<file path="config.mk">
export PLATFORM = sky130hd
export DESIGN_NAME = branch_resolver
export DESIGN_NICKNAME = d
export VERILOG_FILES = /design/src/rtl/branch_resolver.sv
export SDC_FILE = /design/constraint.sdc
export NUM_CORES = 1
export LEC_CHECK = 0
export CORE_UTILIZATION = 44
export DETAILED_ROUTE_END_ITERATION = 10
export HOLD_SLACK_MARGIN = 0.15
export PLACE_DENSITY_LB_ADDON = 0.12
export SYNTH_ARGS = -nofsm -noshare
export SYNTH_HDL_FRONTEND = slang
export SYNTH_SLANG_ARGS = --single-unit
export TNS_END_PERCENT = 20
</file>
<file path="constraint.sdc">
create_clock -name CLK -period 1.65 [get_ports CLK]
set_input_delay 0.2475 -clock CLK [delete_from_list [all_inputs] [get_ports CLK]]
set_output_delay 0.2475 -clock CLK [all_outputs]
set_load 0.05 [all_outputs]
</file>
<file path="src/rtl/branch_resolver.sv">
// Branch resolver: accepts one branch at a time, waits out status-register writes,
// evaluates the condition and emits a registered redirect/flush pulse when taken.
module branch_resolver (
  input  logic        CLK,
  input  logic        reset_n,
  input  logic        br_valid,
  output logic        br_ready,
  input  logic [2:0]  br_cond,
  input  logic [15:0] br_target,
  input  logic [1:0]  SR_in,
  input  logic        SRw,
  output logic        redirect_valid,
  output logic [15:0] redirect_pc,
  output logic        flush,
  output logic        resolve_done,
  output logic        sr_err,
  output logic [15:0] taken_count
);

  typedef enum logic [1:0] {IDLE, WAIT_SR, RESOLVE, REDIRECT} state_t;

  localparam logic [2:0] C_ALWAYS = 3'b000, C_EQ = 3'b001, C_NE = 3'b010, C_LT = 3'b011,
                         C_GT = 3'b100, C_LE = 3'b101, C_GE = 3'b110, C_NEVER = 3'b111;
  localparam logic [1:0] SR_NONE = 2'b00, SR_LT = 2'b01, SR_EQ = 2'b10, SR_GT = 2'b11;

  state_t      state, state_nxt;
  logic [2:0]  cond_q;
  logic [15:0] tgt_q;
  logic        accept, eval, taken, sr_bad;

  assign accept = br_valid && br_ready;
  assign eval   = (state == RESOLVE) && !SRw;

  // Conditions against an unset SR (00) fall through as not taken.
  always_comb begin
    taken = 1'b0;
    case (cond_q)
      C_ALWAYS: taken = 1'b1;
      C_EQ:     taken = (SR_in == SR_EQ);
      C_NE:     taken = (SR_in == SR_LT) || (SR_in == SR_GT);
      C_LT:     taken = (SR_in == SR_LT);
      C_GT:     taken = (SR_in == SR_GT);
      C_LE:     taken = (SR_in == SR_LT) || (SR_in == SR_EQ);
      C_GE:     taken = (SR_in == SR_GT) || (SR_in == SR_EQ);
      C_NEVER:  taken = 1'b0;
      default:  taken = 1'b0;
    endcase
  end

  assign sr_bad = (SR_in == SR_NONE) && (cond_q != C_ALWAYS) && (cond_q != C_NEVER);

  // State register
  always_ff @(posedge CLK or negedge reset_n) begin
    if (!reset_n) state <= IDLE;
    else          state <= state_nxt;
  end

  // Next-state logic
  always_comb begin
    state_nxt = state;
    case (state)
      IDLE:     if (accept) state_nxt = SRw ? WAIT_SR : RESOLVE;
      WAIT_SR:  state_nxt = RESOLVE;
      RESOLVE:  if (eval) state_nxt = taken ? REDIRECT : IDLE;
      REDIRECT: state_nxt = IDLE;
      default:  state_nxt = IDLE;
    endcase
  end

  // State-decoded output
  always_comb begin
    br_ready = (state == IDLE);
  end

  always_ff @(posedge CLK or negedge reset_n) begin
    if (!reset_n) begin
      cond_q <= C_ALWAYS;
      tgt_q  <= '0;
    end else if (accept) begin
      cond_q <= br_cond;
      tgt_q  <= br_target;
    end
  end

  // Pulses are registered off the REDIRECT state, so a reset taken while in
  // REDIRECT never lets a pulse escape.
  always_ff @(posedge CLK or negedge reset_n) begin
    if (!reset_n) begin
      redirect_valid <= 1'b0;
      flush          <= 1'b0;
      resolve_done   <= 1'b0;
      redirect_pc    <= '0;
      sr_err         <= 1'b0;
      taken_count    <= '0;
    end else begin
      redirect_valid <= (state == REDIRECT);
      flush          <= (state == REDIRECT);
      resolve_done   <= (state == REDIRECT) || (eval && !taken);
      if (state == REDIRECT) redirect_pc <= tgt_q;
      if (eval && sr_bad) sr_err <= 1'b1;
      if (eval && taken && taken_count != 16'hFFFF) taken_count <= taken_count + 16'd1;
    end
  end

endmodule

</file>
==> results of run 1 <==
metal layers:
layer / GRT usage (%) / vias up / part of all wire, %
met5: 0 / - / 0
met1: 24.4 / 866 / 49
met2: 28.7 / 41 / 45
met3: 4.29 / 6 / 4.4
li1: - / 839 / -
met4: 6.60 / 0 / 1.4
sequential cells by signal, summed over array words and instances, names as in the netlist:
register / count
flush: 1
taken_count: 16
cond_q: 3
redirect_pc: 16
sr_err: 1
tgt_q: 16
resolve_done: 1
state: 2
how the worst max path moves through the flow:
| stage | cells past startpoint | start | end |
|---|---|---|---|
| 2_1_floorplan | 5 | taken_count[2] | taken_count[1] |
| 3_3_place_gp | 8 | SR_in[0] | taken_count[1] |
| 3_5_place_dp | 8 | SR_in[0] | taken_count[1] |
| 4_1_cts | 5 | cond_q[1] | taken_count[1] |
| 5_1_grt | 6 | cond_q[1] | taken_count[9] |
| 6_report | 9 | SR_in[1] | taken_count[9] |
synthesized netlist by cell type:
master / n
o21ai_1: 1
nand2_1: 8
nor3_1: 3
and2b_1: 1
buf_6: 1
mux2_2: 36
and4_1: 1
nand4b_4: 1
mux2_1: 1
nor3b_1: 4
buf_4: 1
nand4_1: 3
nand2b_1: 1
nand3b_1: 3
ha_1: 5
mux2i_1: 3
nor2_1: 7
a21oi_1: 1
nor4_4: 1
nor2b_1: 1
nor3_2: 1
a211o_2: 1
xnor2_1: 9
o21ai_0: 1
and2_1: 2
and3_1: 2
a41o_1: 1
nand4_2: 1
nor4bb_2: 1
nand3_1: 13
o21ai_2: 1
inv_1: 8
nor2_2: 1
xor2_1: 3
or3_1: 1
dfrtp_1: 56
buf_2: 3
logic make-up (layout without fill, tap and decap cells):
| family | count (synthesis) | in the layout | share of synthesized area (%) |
|---|---|---|---|
| xor+xnor | 12 | 12 | 4.24 |
| mux | 40 | 40 | 18.0 |
| simple gates | 56 | 56 | 14.4 |
| compound gates | 6 | 7 | 1.76 |
| flops | 56 | 56 | 56.5 |
| buf+inv | 13 | 103 | 2.57 |
| fa+ha+maj | 5 | 5 | 2.52 |
critical path, stage by stage:
cell and delay (ns):
dlygate4sd2_1 0.24, buf_4 0.14, ha_1 0.18, mux2i_1 0.16, nor3_2 0.08, a211o_4 0.36
buf_4 0.15, nor3b_2 0.15, xnor2_1 0.11
final cells by class:
class,count,area (um2)
fillers,424,1750
well taps,70,87.6
multi-input cells,120,1100
repair buffers,87,767
inverters,8,30.0
flip-flops and latches,56,1420
clock inverters,2,38.8
clock buffers,6,72.6
stage by stage:
stage	hold WS (ns)	setup WS [ns]	instance area [um2]
finish	0.472	0.0288	3520
detailed placement	0.278	-0.615	3290
global route	0.484	-0.0638	3520
CTS	0.474	-0.00403	3470
floorplan	-0.0481	-0.0962	2520
global placement	0.274	-0.576	3290
power by group through the flow:
stage | combinational (mW) | clock (mW) | sequential [mW]
after global placement | 3.12 | 0 | 2.34
after CTS | 3.31 | 0.938 | 2.32
after detailed placement | 3.16 | 0 | 2.35
after global routing | 3.59 | 0.980 | 2.41
after floorplan | 1.19 | 0 | 3.28
final | 3.40 | 0.898 | 2.32
repair_timing:
| action | CTS | global route |
|---|---|---|
| pin swaps | 5 | 3 |
| hold buffers | 1 | 0 |
| setup buffers | 3 | 2 |
| hold endpoints to repair | 56 | 0 |
| endpoints found under the setup margin | 19 | 15 |
| cloned | 1 | 0 |
| resized for setup | 11 | 9 |
==> results.sh, run 1 <==
export IMPL_outcome="complete, no violations"
export IMPL_regToRegStartpoint="taken_count[0]"
export IMPL_synth_top_cells_by_area="dfrtp_1, mux2_2, xnor2_1, nand3_1, ha_1"
export IMPL_totalWireLength_mm=4.93
export IMPL_reg2reg_to="taken_count[13]"
export IMPL_drv_slew=0
export IMPL_hold_viol_final=0
export IMPL_clock_path_buffers=2
export IMPL_clkTransAtPathRegs_ns=0.10
export IMPL_finalCriticalPeriod_ns=1.62
export IMPL_synthCells=188
export IMPL_io_buffer_count=61
export IMPL_rows=26
export IMPL_wl_per_cell_um=14.1
export IMPL_die_height_um=77.1
export IMPL_setup_violations=0
export IMPL_drcViolationCount=0
export IMPL_cts_tree="yes"
export IMPL_p_sw_share_pct=41.1
export IMPL_p_leak_nw=1.61
export IMPL_rsz0062_at_grt="true"
export IMPL_viasPerCell=5.02
export IMPL_ff2ff_path_depth=6
export IMPL_hpwlAfterDp_mm=3.34
export IMPL_ys_seq_area_share_pct=56.5
export IMPL_diodes=0
export IMPL_hold_class="in2async"
export IMPL_coreArea_mm2=0.00527
export IMPL_reg2reg_setup_slack_ns=0.03
export IMPL_syn_nets=218
export IMPL_tightestPinTransition_ns=0.323
export IMPL_ys_seq_elements=56
export IMPL_p_sw_mw=2.72
export IMPL_finalCoreUtilization_pct=66.8
export IMPL_instances_no_fill=349
export IMPL_drt_first_pass_iters=4
export IMPL_grt_pass1_wl_mm=8.37
export IMPL_critical_path_required_ns=1.85
export IMPL_htreeDepth=2
export IMPL_synth_top_area_share_pct=56.5
export IMPL_gp_congestion=0.676
export IMPL_grt_total_usage_pct=18.2
export IMPL_vias=1752
export IMPL_area_delta_synth_final_pct=41.9
export IMPL_max_cap_viol_count=0
export IMPL_pwr_share_clk_pct=13.6
export IMPL_p_per_area_mw_per_mm2=1880
export IMPL_clock_latency_ns=0.30
export IMPL_dpl_cell_count=334
export IMPL_final_setup_tns_ns=0
export IMPL_layout_common_cells="buf_4, dfrtp_1, mux2_2"
export IMPL_synthDistinctLibCells=37
export IMPL_synth_cell_area_mm2=0.00248
export IMPL_skew_ns=0.00442
export IMPL_power_frac_seq_pct=35.1
export IMPL_grt_max_degree=57
export IMPL_yosysWarnings=0
export IMPL_crit_type="in2reg"
export IMPL_cp_start_kind="primary input"
export IMPL_post_route_period_util_pct=98.3
export IMPL_die_w_um=77.1
export IMPL_start_util_pct=47.1
export IMPL_drt_iter0_markers=54
export IMPL_end_kind="flop"
export IMPL_die_area_mm2=0.00594
export IMPL_internal_power_mw=3.90
export IMPL_ir_drop_mv=1.24
export IMPL_p_total_mw=6.62
export IMPL_antenna_found_initial=0
export IMPL_syn_area_per_cell_um2=13.2
export IMPL_crit_arrival_ns=1.82
export IMPL_clock_sinks=56
export IMPL_antenna_left=0
export IMPL_worst_path_max_fanout=6
export IMPL_mostFrequentLayoutCell="buf_4"
export IMPL_grt_overflow=0
export IMPL_root_buffer="clkbuf_8"
export IMPL_fmax_mhz=617
export IMPL_grt_pass1_vias=1765
export IMPL_numCtsBuffers=5
export IMPL_fin_nets=308
export IMPL_io_pins=62
export IMPL_layout_drive_gt1_share_pct=51.3
export IMPL_slew_headroom_pct=78.3
export IMPL_combinationalPowerShare_pct=51.4
export IMPL_synth_top_area_cell="dfrtp_1"
Note: power is estimated with default switching activity, not from simulation.
==> inputs of run 2 (changes only) <==
PLACE_DENSITY = 0.76   (was unset)
PLACE_DENSITY_LB_ADDON = unset   (was 0.12)
==> results.sh, run 2 (synthesized netlist as in run 1, its figures left out) <==
export IMPL_grt_max_degree=27
export IMPL_hold_class="in2async"
export IMPL_area_delta_synth_final_pct=44.5
export IMPL_start_util_pct=47.1
export IMPL_grt_pass1_vias=1861
export IMPL_grt_pass1_wl_mm=8.76
export IMPL_slew_headroom_pct=67.5
export IMPL_rows=26
export IMPL_diodes=0
export IMPL_final_setup_tns_ns=0
export IMPL_crit_arrival_ns=1.84
export IMPL_cts_tree="yes"
export IMPL_vias=1766
export IMPL_p_leak_nw=1.67
export IMPL_outcome="complete, no violations"
export IMPL_p_per_area_mw_per_mm2=1850
export IMPL_die_area_mm2=0.00594
export IMPL_hpwlAfterDp_mm=3.48
export IMPL_end_kind="flop"
export IMPL_fin_ws_ns=0.00861
export IMPL_io_buffer_count=61
export IMPL_drt_first_pass_iters=4
export IMPL_dpl_cell_count=336
export IMPL_setup_violations=0
export IMPL_fin_nets=313
export IMPL_finalCriticalPeriod_ns=1.64
export IMPL_critical_path_required_ns=1.85
export IMPL_gp_congestion=0.813
export IMPL_max_cap_viol_count=0
export IMPL_die_w_um=77.1
export IMPL_totalWireLength_mm=5.20
export IMPL_dp_slack_ns=-0.607
export IMPL_antenna_left=0
export IMPL_viasPerCell=4.99
export IMPL_top_regs="redirect_pc x16, taken_count x16, tgt_q x16"
export IMPL_grt_overflow=0
export IMPL_htreeDepth=2
export IMPL_worst_path_max_fanout=7
export IMPL_antenna_found_initial=0
export IMPL_tightestPinTransition_ns=0.487
export IMPL_fmax_mhz=609
export IMPL_instances_no_fill=354
export IMPL_clkTransAtPathRegs_ns=0.10
export IMPL_root_buffer="clkbuf_8"
export IMPL_drv_slew=0
export IMPL_coreArea_mm2=0.00527
export IMPL_crit_type="reg2reg"
export IMPL_io_pins=62
export IMPL_rsz0062_at_grt="true"
export IMPL_mostFrequentLayoutCell="buf_4"
export IMPL_hold_viol_final=0
export IMPL_clock_path_buffers=2
export IMPL_layout_common_cells="buf_4, dfrtp_1, mux2_2"
export IMPL_drcViolationCount=0
export IMPL_clock_latency_ns=0.31
export IMPL_clock_sinks=56
export IMPL_die_height_um=77.1
export IMPL_ir_drop_mv=1.38
export IMPL_cp_start_kind="flop"
export IMPL_drt_iter0_markers=55
export IMPL_numCtsBuffers=5
export IMPL_wl_per_cell_um=14.7
export IMPL_finalCoreUtilization_pct=68.0
export IMPL_skew_ns=0.00994
export IMPL_layout_drive_gt1_share_pct=53.9
export IMPL_grt_total_usage_pct=18.7
export IMPL_post_route_period_util_pct=99.5
## run 2: cell types whose count changed in the layout (fill, tap and decap cells not counted), moves of 2 or more
cell,before,now
buf_4,56,60
clkbuf_2,0,2
nor3_1,3,1
nor3_2,1,3
## run 2: final cells by class
type	instances	area, um2
clock buffers	6	72.6
clock inverters	2	38.8
fillers	407	1690
inverters	8	30.0
multi-input cells	120	1140
flip-flops and latches	56	1420
well taps	70	87.6
repair buffers	92	800
## run 2: path summary, 6_finish.rpt
check,startpoint,end,slack (ns),cells after the start
max,cond_q[2],taken_count[15],0.009,5
min,reset_n,tgt_q[1],0.43,2
max reg2reg,cond_q[2],taken_count[15],0.009,5
min reg2reg,taken_count[13],taken_count[13],0.49,1
max in group asynchronous,reset_n,taken_count[3],0.65,3
min in group CLK,SR_in[1],sr_err,0.43,4
## run 2: critical path, stage by stage (launching register included)
cell	delay [ns]
dfrtp_1	0.47
nand3_1	0.14
o21ai_2	0.09
a211o_2	0.43
nand3_2	0.09
mux2_2	0.32
## run 2: what timing repair did
action | CTS | global route
endpoints found under the setup margin | 18 | 15
cloned | 1 | 0
endpoints found under the hold margin | 19 | 0
resized for setup | 10 | 19
pin swaps | 4 | 11
hold buffers | 1 | 0
setup buffers | 4 | 4
## run 2: layer usage
layer,wire [um],up-vias,global-route usage (%)
met5,0,-,0
met4,59,0,5.09
met3,195,6,4.64
met2,2720,33,32.4
met1,2220,884,23.3
li1,-,843,-
## run 2: stage by stage
step	hold slack, ns	area, um2	total power, mW
finish	0.430	3580	6.65
global route	0.443	3580	7.00
CTS	0.420	3490	6.57
detailed placement	0.226	3300	5.50
global placement	0.227	3300	5.43
floorplan	-0.0481	2520	4.47
## run 2: power by group
part           total, mW  internal, mW  leakage (nW)  switching, mW
clock              0.910         0.459        0.0558          0.451
combinational       3.41          1.48         0.949           1.93
sequential          2.32          1.93         0.662          0.388
total               6.65          3.87          1.67           2.77
==> inputs of run 3 (changes only) <==
SLEW_MARGIN = 20   (was unset)
==> results of run 3 <==
No change in the layout: final DEF, timing and power equal those of run 2.
